$ cat src/rtl/acoustic_pkg.sv
`default_nettype none
// ============================================================================
// Module      : acoustic_pkg
// Description : Shared types and constants for the acoustic correlation path:
//               peak-finder FSM encoding and frame/lag sizing.
// Revision    : 1.0 - initial release
// ============================================================================
package acoustic_pkg;

  // Peak-finder FSM encoding, explicit 2-bit width
  typedef enum logic [1:0] {
    IDLE   = 2'd0,
    SCAN   = 2'd1,
    REPORT = 2'd2
  } xcorr_state_e;

  // Samples per channel per frame
  localparam int C_SEQUENCE_LENGTH = 512;

  // Number of lags a full correlator sweep produces
  localparam int C_LAG_COUNT = 2 * C_SEQUENCE_LENGTH - 1;

  // Lag count for an arbitrary sequence length
  function automatic int lag_count(input int seq_len);
    return 2 * seq_len - 1;
  endfunction

endpackage : acoustic_pkg
`default_nettype wire

$ cat src/rtl/xcorr_peak.sv
`default_nettype none
// ============================================================================
// Module      : xcorr_peak
// Description : Scans one correlator sweep for its signed maximum, capturing
//               the lag of the peak, its two neighbours and a frame-fault
//               flag; reports the result with a one-cycle peak_valid pulse.
// Revision    : 1.0 - initial release
// ============================================================================
module xcorr_peak
  import acoustic_pkg::*;
#(
  parameter int DATAWIDTH       = 24,
  parameter int SEQUENCE_LENGTH = C_SEQUENCE_LENGTH,
  parameter int LAG_WIDTH       = 12
) (
  input  logic                          clk,
  input  logic                          rst_n,
  input  logic                          start,
  input  logic                          xc_valid,
  input  logic signed [2*DATAWIDTH-1:0] xc_result,
  input  logic        [LAG_WIDTH-1:0]   xc_lag,
  input  logic                          xc_complete,
  output logic                          busy,
  output logic                          peak_valid,
  output logic        [LAG_WIDTH-1:0]   peak_lag,
  output logic signed [2*DATAWIDTH-1:0] peak_value,
  output logic signed [2*DATAWIDTH-1:0] peak_prev,
  output logic signed [2*DATAWIDTH-1:0] peak_next,
  output logic                          peak_err
);

  localparam int XW = 2 * DATAWIDTH;

  // Sample count a clean sweep must end on
  localparam logic [LAG_WIDTH-1:0] c_lag_total = LAG_WIDTH'(lag_count(SEQUENCE_LENGTH));
  // Seed for the running maximum so any real sample can replace it
  localparam logic signed [XW-1:0] c_max_neg   = {1'b1, {(XW-1){1'b0}}};

  xcorr_state_e r_state;
  xcorr_state_e w_state_nxt;

  logic signed [XW-1:0]        r_max;
  logic signed [XW-1:0]        r_prev;
  logic signed [XW-1:0]        r_next;
  logic signed [XW-1:0]        r_last;
  logic        [LAG_WIDTH-1:0] r_lag;
  logic        [LAG_WIDTH-1:0] r_count;
  logic                        r_err;
  logic                        r_pending;

  logic                        w_take;
  logic                        w_done;
  logic                        w_new_max;
  logic                        w_sat;
  logic                        w_pending_nxt;
  logic        [LAG_WIDTH-1:0] w_count_nxt;

  // A start pulse in any state re-arms the scan, so it masks sample and
  // completion handling in the same cycle (abort has priority).
  assign w_take        = (r_state == SCAN) && xc_valid && !start;
  assign w_done        = (r_state == SCAN) && xc_complete && !start;
  assign w_new_max     = w_take && (xc_result > r_max);
  assign w_sat         = (r_count == {LAG_WIDTH{1'b1}});
  assign w_count_nxt   = (w_take && !w_sat) ? r_count + LAG_WIDTH'(1) : r_count;
  // A new maximum arms the neighbour capture; any other sample satisfies it
  assign w_pending_nxt = w_new_max ? 1'b1 : (w_take ? 1'b0 : r_pending);

  // State register
  always_ff @(posedge clk or negedge rst_n) begin
    if (!rst_n) begin
      r_state <= IDLE;
    end else begin
      r_state <= w_state_nxt;
    end
  end

  // Next-state logic and state-decoded outputs
  always_comb begin
    w_state_nxt = r_state;
    busy        = 1'b0;
    peak_valid  = 1'b0;
    case (r_state)
      IDLE: begin
        if (start) w_state_nxt = SCAN;
      end
      SCAN: begin
        busy = 1'b1;
        if (start)            w_state_nxt = SCAN;
        else if (xc_complete) w_state_nxt = REPORT;
      end
      REPORT: begin
        peak_valid  = 1'b1;
        w_state_nxt = start ? SCAN : IDLE;
      end
      default: begin
        w_state_nxt = IDLE;
      end
    endcase
  end

  // Running maximum, neighbour capture, sample counter and fault tracking
  always_ff @(posedge clk or negedge rst_n) begin
    if (!rst_n) begin
      r_max     <= '0;
      r_prev    <= '0;
      r_next    <= '0;
      r_last    <= '0;
      r_lag     <= '0;
      r_count   <= '0;
      r_err     <= 1'b0;
      r_pending <= 1'b0;
    end else if (start) begin
      r_max     <= c_max_neg;
      r_prev    <= '0;
      r_next    <= '0;
      r_last    <= '0;
      r_lag     <= '0;
      r_count   <= '0;
      r_err     <= 1'b0;
      r_pending <= 1'b0;
    end else begin
      if (w_take) begin
        r_count   <= w_count_nxt;
        r_last    <= xc_result;
        r_pending <= w_pending_nxt;
        if ((xc_lag != r_count) || w_sat) begin
          r_err <= 1'b1;
        end
        // Strictly greater only, so the lowest lag wins a tie
        if (w_new_max) begin
          r_max  <= xc_result;
          r_lag  <= xc_lag;
          r_prev <= r_last;
        end else if (r_pending) begin
          r_next <= xc_result;
        end
      end
      // Completion sees the count including a coincident final sample
      if (w_done) begin
        if (w_count_nxt != c_lag_total) begin
          r_err <= 1'b1;
        end
        if (w_pending_nxt) begin
          r_next <= '0;
        end
      end
    end
  end

  assign peak_lag   = r_lag;
  assign peak_value = r_max;
  assign peak_prev  = r_prev;
  assign peak_next  = r_next;
  assign peak_err   = r_err;

endmodule : xcorr_peak
`default_nettype wire

$ cat config.mk
export PLATFORM = sky130hd
export DESIGN_NAME = xcorr_peak
export DESIGN_NICKNAME = d
export VERILOG_FILES = /design/src/rtl/acoustic_pkg.sv /design/src/rtl/xcorr_peak.sv
export SDC_FILE = /design/constraint.sdc
export NUM_CORES = 1
export LEC_CHECK = 0
export CAP_MARGIN = 40
export CELL_PAD_IN_SITES_DETAIL_PLACEMENT = 1
export CELL_PAD_IN_SITES_GLOBAL_PLACEMENT = 1
export CORE_ASPECT_RATIO = 0.5
export CORE_MARGIN = 2
export CORE_UTILIZATION = 45
export CTS_BUF_LIST = sky130_fd_sc_hd__clkbuf_8
export DETAILED_ROUTE_END_ITERATION = 8
export GPL_ROUTABILITY_DRIVEN = 0
export PLACE_DENSITY = 0.95
export SYNTH_ARGS = -nofsm -noshare
export SYNTH_HDL_FRONTEND = slang
export SYNTH_SLANG_ARGS = --single-unit
$ cat constraint.sdc
create_clock -name clk -period 6.1 [get_ports clk]
set_clock_uncertainty 0.15 [all_clocks]
set_input_delay 1.22 -clock clk [delete_from_list [all_inputs] [get_ports clk]]
set_output_delay 1.22 -clock clk [all_outputs]
set_load 0.01 [all_outputs]
# Yosys cells after proc, flatten, opt, wreduce, memory -nomap -nowiden
# Cells that the tools add are included.
# Widths: inputs -> output; s select.
# totals
word_cells,68
output_inout_bits,159
register_bits,220
input_bits,65
# op_classes
addsub,1
n_eq_ne,7
muxes,36
magnitude_cmp,1
n_reduce_logical,14
# ops
op,count
$mux 48,14
$mux 12,6
$gt 48x48->1,1
$add 12x1->12 const B,1
$eq 12x12->1 const B,1
$mux 1,12
$ne 12x10->1 const B,1
$ne 12x12->1,1
$logic_and 1x1->1,6
$mux 2,3
$pmux 2 s3,1
$reduce_and 2->1,2
$reduce_bool 2->1,2
$ne 3x3->1 const B,1
$eq 2x1->1 const B,1
$eq 2x2->1 const B,1
$logic_not 1->1,2
$logic_not 2->1,1
$ne 2x2->1 const B,1
$logic_or 1x1->1,1

# Longest topological paths before layout
# Gate-level depths: netlist (run 1).
# logic_depth
word_depth,9
ltp_mapped,12
ltp_nobuf,9

# Worst setup path before layout (run 1)
# No wires, ideal clock.
# synth_path
path_kind,input port to flip-flop
from,input port xc_result[30]
to,"register r_prev[10], in the netlist peak_prev[10]"
t_required_ns,5.823
setup_ns,0.127
stages,10
arrival_ns,3.510
slack_ns,2.313
n_path_buf,2
cell_sequence,ha_1 > a21oi_1 > nand2_1 > a221o_1 > o31ai_1 > a31oi_2 > o21ai_4 > buf_4 > buf_6 > mux2_1
# synth_between
elab_chain_len,4
# synth_rtl
item,line,rtl
"start, declared",xcorr_peak.sv:20,"input logic signed [2*DATAWIDTH-1:0] xc_result,"
$gt 48x48->1,xcorr_peak.sv:62,assign w_new_max = w_take && (xc_result > r_max);
$logic_and 1x1->1,xcorr_peak.sv:62,
$reduce_bool 2->1 (no line),-,
$reduce_and 2->1 (no line),-,
"end signal, assigned",xcorr_peak.sv:133,r_prev <= r_last;
"end, declared",xcorr_peak.sv:43,logic signed [XW-1:0] r_prev;
# No other way between the ends.
# A chain may end at the register's enable or synchronous reset.

# Worst setup path after layout (run 1)
# layout_path
from,input port xc_result[30]
to,"register r_max[11], in the netlist peak_value[11]"
# layout_between
elab_chain_len,4
# layout_rtl
item,line,rtl
$gt 48x48->1,xcorr_peak.sv:62,
$logic_and 1x1->1,xcorr_peak.sv:62,
$reduce_bool 2->1 (no line),-,
$reduce_and 2->1 (no line),-,
"end signal, assigned",xcorr_peak.sv:113,r_max <= c_max_neg;
"end signal, assigned",xcorr_peak.sv:131,r_max <= xc_result;
"end, declared",xcorr_peak.sv:42,logic signed [XW-1:0] r_max;
# No other way between the ends.

==> results of run 1 <==
stage by stage:
stage	cells	setup slack (ns)	power (uW)	util (%)	instance area (um2)
CTS	1635	1.20	3460	59.6	14400
global route	1635	1.00	3580	59.6	14400
finish	1635	1.06	3460	59.6	14400
global placement	1566	0.818	2080	56.0	13500
detailed placement	1574	0.809	2140	56.7	13700
floorplan	1082	2.31	1850	-	11200
critical path, delay by kind of cell:
family | cells | cell delay, ns
AOI/OAI and AO/OA | 2 | 0.43
adders and majority gates | 1 | 0.37
and+or+nand+nor | 4 | 1.77
muxes | 1 | 0.44
buffers and inverters | 2 | 1.05
cell usage in the layout (no fill, tap or decap), drive strengths merged, types with 2 or more instances in the layout:
cell / n
xor2: 4
inv: 62
and2: 4
nand4: 65
a31o: 2
a2111oi: 3
a21oi: 76
nand2: 114
nand3b: 3
clkbuf: 46
clkdlybuf4s50: 221
dfrtp: 220
a211oi: 53
o21ai: 6
clkinv: 3
nand3: 11
buf: 20
xnor2: 19
mux2i: 2
a21o: 5
nor3: 4
o211ai: 2
and3: 3
mux2: 106
o31ai: 49
nor4: 3
nor2: 68
nor2b: 63
nand2b: 2
ha: 49
flip-flops by register name, summed over array words and instances, names as in the netlist:
register,cells
peak_value,48
peak_next,48
peak_prev,48
peak_lag,12
r_pending,1
peak_err,1
r_last,48
r_state,2
r_count,12
Yosys cell counts (all sizes together) (6+ instances only):
library cell and instances:
nand3 11, clkbuf 62, ha 49, nand4 65, inv 51, a211oi 53, dfrtp 220, mux2 106
xnor2 19, nand2 114, nor2b 63, o21ai 6, a21oi 76, nor2 68, buf 23, o31ai 49
final timing paths:
| kind | to | start | depth (start not counted) | slack, ns |
|---|---|---|---|---|
| max reg2reg | peak_value[11] | peak_value[30] | 10 | 1.84 |
| min reg2reg | peak_prev[9] | r_last[9] | 1 | 0.35 |
| min in group asynchronous | peak_prev[36] | rst_n | 1 | 0.62 |
| min | peak_prev[9] | r_last[9] | 1 | 0.35 |
| max in group asynchronous | peak_prev[1] | rst_n | 2 | 3.88 |
| max | peak_value[11] | xc_result[30] | 10 | 1.06 |
layer usage:
layer	share of wire (%)	global-route usage, %	vias to the layer above
met2	48	55.5	490
li1	-	-	4204
met5	0	0	-
met1	39	38.7	5027
met4	6.2	19.7	0
met3	6.5	7.33	184
logic make-up after synthesis:
kind of cell             Yosys count
buffers and inverters            136
flip-flops                       220
XOR/XNOR                          23
multiplexers                     108
AO/OA/AOI/OAI                    202
AND/OR/NAND/NOR                  344
adder cells (fa/ha/maj)           49
final cells by class:
cell class	count	area, um2
fill	2563	9770
clock inverter	15	63.8
tap	336	420
timing repair buffer	241	2480
sequential	220	5510
multi-input combinational	726	5110
clock buffer	46	633
inverter	51	191
power groups by stage:
stage | Combinational (uW) | Clock (uW) | Sequential [uW]
floorplan | 270 | 0 | 1580
global placement | 507 | 0 | 1570
detailed placement | 562 | 0 | 1580
CTS | 582 | 1330 | 1550
global route | 628 | 1390 | 1560
finish | 590 | 1310 | 1550
==> metrics.md, run 1 <==
| Metric | Value |
|---|---|
| Result of the run | `complete, no violations` |
| Share of synthesized area occupied by flip-flops and latches | `49.4%` |
| DR DRC count | `0` |
| Root buffer cell | `sky130_fd_sc_hd__clkbuf_8` |
| Element type at the critical path start | `input pin` |
| Synthesis-to-finish area growth | `29.1%` |
| P per Cell Area | `240 nW/um2` |
| Count of TritonRoute iterations in the first routing pass | `5` |
| Kind of capture point of the worst setup path | `flip-flop` |
| Source-to-sink clock delay at the later pin of the worst-skew pair | `0.56 ns` |
| Hold violation count in the final report | `0` |
| Area of the mapped netlist | `11200 um2` |
| Clock transition at the register clock pins on the worst setup and hold paths after CTS | `0.07 ns` |
| EDFF count, synth | `0` |
| Share of the synthesized area in compound gates (AO/OA/AOI/OAI) | `12.1%` |
| Portion of netlist area occupied by mux cells | `10.9%` |
| Aggregate global routing overflow | `0` |
| RSZ-0062 raised after global routing | `no` |
| Post-synth top area cell | `sky130_fd_sc_hd__dfrtp_1` |
| Synth Warn # | `0` |
| Post-CTS Hold Buffers | `0` |
| Setup bufs post-CTS | `0` |
| Total of flip-flops plus latches after synthesis | `220` |
| Proportion of netlist area held by the largest area contributor | `49.4%` |
| Total routing usage reported by global routing | `32.7%` |
| Number of global-route vias before repair | `10900` |
| Worst hold margin | `0.348 ns` |
| Average instance area after synthesis | `10.3 um2` |
| Wire length per cell after detailed routing | `25.8 um` |
| Final-layout setup total negative slack | `0 ns` |
| Setup Viol. Count Final | `0` |
| Number of max-slew violations in the final report | `0` |
| Deepest level of the CTS H-tree | `2` |
| Wire length of the first global-routing pass | `65600 um` |
| Post-synthesis cell count | `1082` |
| Worst slew slack as a fraction of its limit | `33.5%` |
| Largest driver fanout on the critical path | `42` |
| Die outline height | `115 um` |
| Fraction of power consumed by combinational cells | `17.1%` |
| Die area | `26100 um2` |
| Largest family of logic cells by synthesized area | `simple AND/OR/NAND/NOR gates` |
| Area of the placeable core | `24200 um2` |
| Final Net Count | `1389` |
| Slowest-stage cell, CP | `sky130_fd_sc_hd__nor4_1` |
| Worst-margin pin slew | `0.998 ns` |
| Post-CTS resize count | `0` |
| Path class of the lowest-slack min-delay path | `reg -> reg` |
| Leakage component of the power | `0.00617 uW` |
| Effective utilization at floorplan | `46.1%` |
| Vias | `9905` |
| List of cells traversed by the critical path | `clkdlybuf4s50_1, ha_1, nand4_1, nor4_1, and3_1, o41ai_2, and3_2, o21ai_4, buf_4, mux2_2` |
| Horizontal die dimension | `227 um` |
| Total wire length | `42200 um` |
| Number of max-cap violations | `0` |
| # IOs | `224` |
| Min cycle time layout | `5.04 ns` |
| Xor/xnor cell area share of the yosys netlist | `1.81%` |
| Crit-path max cell delay | `0.82 ns` |
| Number of distinct library cells after synthesis | `45` |
| I/O Buffers | `223` |
| TritonCTS clock tree | `done` |
| Share of synthesized registers carrying an async set or reset | `100%` |
| Post-synthesis share of cell area spent on and, or, nand and nor gates | `15.3%` |
| Initial antenna violation count | `0` |
| Seq pwr share | `44.9%` |
| VDD IR max | `112 uV` |
| Num Clock Sinks | `220` |
| Number of buffers between clock root and the deepest sink | `3` |
| Prevailing post-synth register cell | `sky130_fd_sc_hd__dfrtp_1` |
| P_int | `2410 uW` |
| Pin count of the biggest net entering global routing | `130` |
| Adder-cell area share of the yosys netlist | `5.50%` |
| WP data required | `6.38 ns` |
| Power spent charging and discharging nets | `1050 uW` |
| Setup CP Type | `in -> reg` |
| Ratio of final minimum period to clock period | `82.6%` |
| Iteration-0 DRC Markers | `955` |
| Estimated wirelength of the detail-placed design | `26500 um` |
| Share of layout cells above drive strength 1 | `13.2%` |
| Total nets after synthesis | `1196` |
| Clk pwr share | `38.0%` |
| Arrival @ worst endpoint | `5.32 ns` |
| Number of diodes | `0` |
| DR vias/cell | `6.06` |
| Most area-consuming cells after synthesis | `sky130_fd_sc_hd__dfrtp_1 49%, sky130_fd_sc_hd__mux2_2 8.7%, sky130_fd_sc_hd__ha_1 5.5%` |
| Fmax | `198 MHz` |
| Core Rows | `40` |
| Residual antenna-violating net count after detailed routing | `0` |
| Total CTS buffers | `35` |
| Switching share of power | `30.3%` |
Power figures use the tool's default switching activity.
==> inputs of run 2 (changes only) <==
CORE_UTILIZATION = 37   (was 45)
PLACE_DENSITY = 0.89   (was 0.95)
clock period = 4.1 ns   (was 6.1 ns; I/O delays follow)
==> run 2 against run 1 <==
Compared with the run above:
- sequential share of layout area shrank 1.7 points
- sequential cell count is the same
- count of clock-buffer cells in the layout decreased by 3
- first-iteration DRC count fell by 6.7%
- via count up 4.1%
- hold slack got worse by 0.18 ns
- clock power rose by 45%
- critical path type unchanged
==> metrics.md, run 2 (synthesized netlist as in run 1, its figures left out) <==
| Metric | Value |
|---|---|
| Result of the run | `complete, no violations` |
| Most frequent cells in the layout | `221 x sky130_fd_sc_hd__clkdlybuf4s50_1, 220 x sky130_fd_sc_hd__dfrtp_1, 113 x sky130_fd_sc_hd__nand2_1` |
| Die outline height | `127 um (+9.9%)` |
| Post-CTS Hold Buffers | `0 (unchanged)` |
| Crit-path max cell delay | `0.55 ns (-0.27 ns)` |
| Core Rows | `44 (+10%)` |
| Element type at the critical path start | `input pin` |
| Iteration-0 DRC Markers | `891 (-6.7%)` |
| Root buffer cell | `sky130_fd_sc_hd__clkbuf_8` |
| Number of global-route vias before repair | `11700 (+6.7%)` |
| Min cycle time layout | `3.98 ns` |
| Kind of capture point of the worst setup path | `flip-flop` |
| Num Clock Sinks | `220 (unchanged)` |
| DR vias/cell | `5.84 (-3.5%)` |
| Deepest level of the CTS H-tree | `2 (unchanged)` |
| Most common cell type on the critical path | `sky130_fd_sc_hd__buf_4` |
| Total area of multi-input combinational cells | `5110 um2 (+0.12%)` |
| Horizontal die dimension | `250 um (+10%)` |
| Pin count of the biggest net entering global routing | `104 (-20%)` |
| Residual antenna-violating net count after detailed routing | `0 (unchanged)` |
| Number of diodes | `0 (unchanged)` |
| Source-to-sink clock delay at the later pin of the worst-skew pair | `0.57 ns (about the same)` |
| Fmax | `251 MHz` |
| Hold violation count in the final report | `0 (unchanged)` |
| Ratio of final minimum period to clock period | `97.1%` |
| Die area | `31600 um2 (+21%)` |
| Arrival @ worst endpoint | `4.25 ns (-1.07 ns)` |
| Placed cell areas | `14400 um2 (+5.1%)` |
| Final-layout setup total negative slack | `0 ns (unchanged)` |
| Wire length of the first global-routing pass | `68900 um (+5.1%)` |
| Worst-margin pin slew | `0.911 ns (-0.0868 ns)` |
| Footprint of the flip-flops and latches | `5510 um2 (unchanged)` |
| Final standard cell area without fillers | `15100 um2 (+4.7%)` |
| Initial antenna violation count | `0 (unchanged)` |
| Setup Viol. Count Final | `0 (unchanged)` |
| Synthesis-to-finish area growth | `35.2%` |
| # fillers | `3160 (+23%)` |
| Leading cell type in the layout, fill and taps excluded | `sky130_fd_sc_hd__clkdlybuf4s50_1` |
| Number of max-cap violations | `0 (unchanged)` |
| VDD IR max | `160 uV (+43%)` |
| I/O Buffers | `223 (unchanged)` |
| Effective utilization at floorplan | `38.0% (-8.1 points)` |
| Leakage component of the power | `0.00654 uW (+6.0%)` |
| Count of TritonRoute iterations in the first routing pass | `7 (+2)` |
| Estimated wirelength of the detail-placed design | `29600 um (+12%)` |
| Aggregate global routing overflow | `0 (unchanged)` |
| Clock transition at the register clock pins on the worst setup and hold paths after CTS | `0.07 ns (about the same)` |
| Wire length per cell after detailed routing | `25.0 um (-3.2%)` |
| # IOs | `224 (unchanged)` |
| P per Cell Area | `343 nW/um2 (+43%)` |
| Worst slew slack as a fraction of its limit | `39.3% (+5.8 points)` |
| Total wire length | `44200 um (+4.5%)` |
| Path class of the lowest-slack min-delay path | `in -> async` |
| Number of max-slew violations in the final report | `0 (unchanged)` |
| Area of the placeable core | `29300 um2 (+21%)` |
| Share of layout cells above drive strength 1 | `18.1% (+5.0 points)` |
| TritonCTS clock tree | `done` |
| Total routing usage reported by global routing | `27.9% (-4.8 points)` |
| List of cells traversed by the critical path | `clkdlybuf4s50_1, ha_1, nand4_1, a2111oi_1, buf_4, o41ai_2, buf_4, a31oi_4, buf_4, buf_12, o31ai_1, a211oi_1` |
| Final Net Count | `1466 (+5.5%)` |
| Largest driver fanout on the critical path | `32 (-24%)` |
| Setup CP Type | `in -> reg` |
| Total CTS buffers | `35 (unchanged)` |
| DR DRC count | `0 (unchanged)` |
| RSZ-0062 raised after global routing | `no` |
| Slowest-stage cell, CP | `sky130_fd_sc_hd__a2111oi_1` |
| Vias | `10300 (+4.1%)` |
| Number of buffers between clock root and the deepest sink | `3 (unchanged)` |
| WP data required | `4.37 ns (-2.01 ns)` |
==> run 2: cell count changes in the layout (fill, tap and decap cells not counted) <==
cell	previous run	this run
sky130_fd_sc_hd__a2111oi_0	3	2
sky130_fd_sc_hd__a2111oi_1	0	1
sky130_fd_sc_hd__a211oi_1	52	51
sky130_fd_sc_hd__a211oi_2	1	2
sky130_fd_sc_hd__buf_1	1	0
sky130_fd_sc_hd__buf_12	3	13
sky130_fd_sc_hd__buf_16	4	0
sky130_fd_sc_hd__buf_2	1	0
sky130_fd_sc_hd__buf_4	10	83
sky130_fd_sc_hd__clkbuf_8	46	43
sky130_fd_sc_hd__clkinv_2	3	4
sky130_fd_sc_hd__inv_1	62	61
sky130_fd_sc_hd__inv_6	0	1
==> run 2: cell type report <==
class,instances,share of cell area (%)
inverters,51,1.27
clock inverters,16,0.490
repair buffers,318,20.6
clock buffers,43,3.93
flip-flops and latches,220,36.5
multi-input cells,726,33.9
well taps,391,3.25
==> run 2: timing repair <==
item	4_1_cts	5_1_grt
gates resized for setup	0	2
hold endpoints to repair	0	0
buffers inserted	0	0
endpoints found under the setup margin	0	1
==> run 2: worst max-delay path, delay by kind of cell <==
| kind | cells | cell delay [ns] |
|---|---|---|
| compound gates | 5 | 1.41 |
| fa+ha+maj | 1 | 0.36 |
| buf+inv | 5 | 1.41 |
| simple gates | 1 | 0.24 |
==> run 2: power by group <==
group	internal [uW]	leakage [uW]	total, uW	switching [uW]
sequential	2250	0.00303	2310	58.4
combinational	397	0.00313	962	565
clock	949	0.000383	1900	954
==> run 2: worst paths after layout <==
| check | from | endpoint | slack (ns) | cells past startpoint |
|---|---|---|---|---|
| min in group clk | r_last[20] | peak_prev[20] | 0.34 | 1 |
| min | rst_n | peak_prev[33] | 0.17 | 1 |
| min reg2reg | r_last[20] | peak_prev[20] | 0.34 | 1 |
| max in group asynchronous | rst_n | peak_value[13] | 2.66 | 2 |
| max reg2reg | peak_value[47] | peak_next[43] | 0.40 | 13 |
| max | xc_result[14] | peak_next[43] | 0.12 | 12 |
==> run 2: stage by stage <==
| step | hold slack [ns] | util [%] | total power, uW | worst slack [ns] | instances |
|---|---|---|---|---|---|
| after floorplan | 0.300 | - | 2750 | 0.713 | 1082 |
| after global placement | 0.311 | 49.1 | 3200 | -0.00381 | 1706 |
| after detailed placement | 0.330 | 49.1 | 3270 | -0.307 | 1706 |
| after CTS | 0.179 | 51.4 | 5180 | 0.0481 | 1765 |
| after global routing | 0.234 | 51.4 | 5350 | 0.0696 | 1765 |
| final | 0.172 | 51.4 | 5170 | 0.119 | 1765 |
==> run 2: routing by layer <==
| metal | global-route usage [%] | up-vias | wire, um |
|---|---|---|---|
| met4 | 19.5 | 0 | 3240 |
| met2 | 48.8 | 480 | 22100 |
| met1 | 30.8 | 5235 | 16500 |
| met3 | 5.95 | 239 | 2320 |
| met5 | 0 | - | 0 |
| li1 | - | 4360 | - |
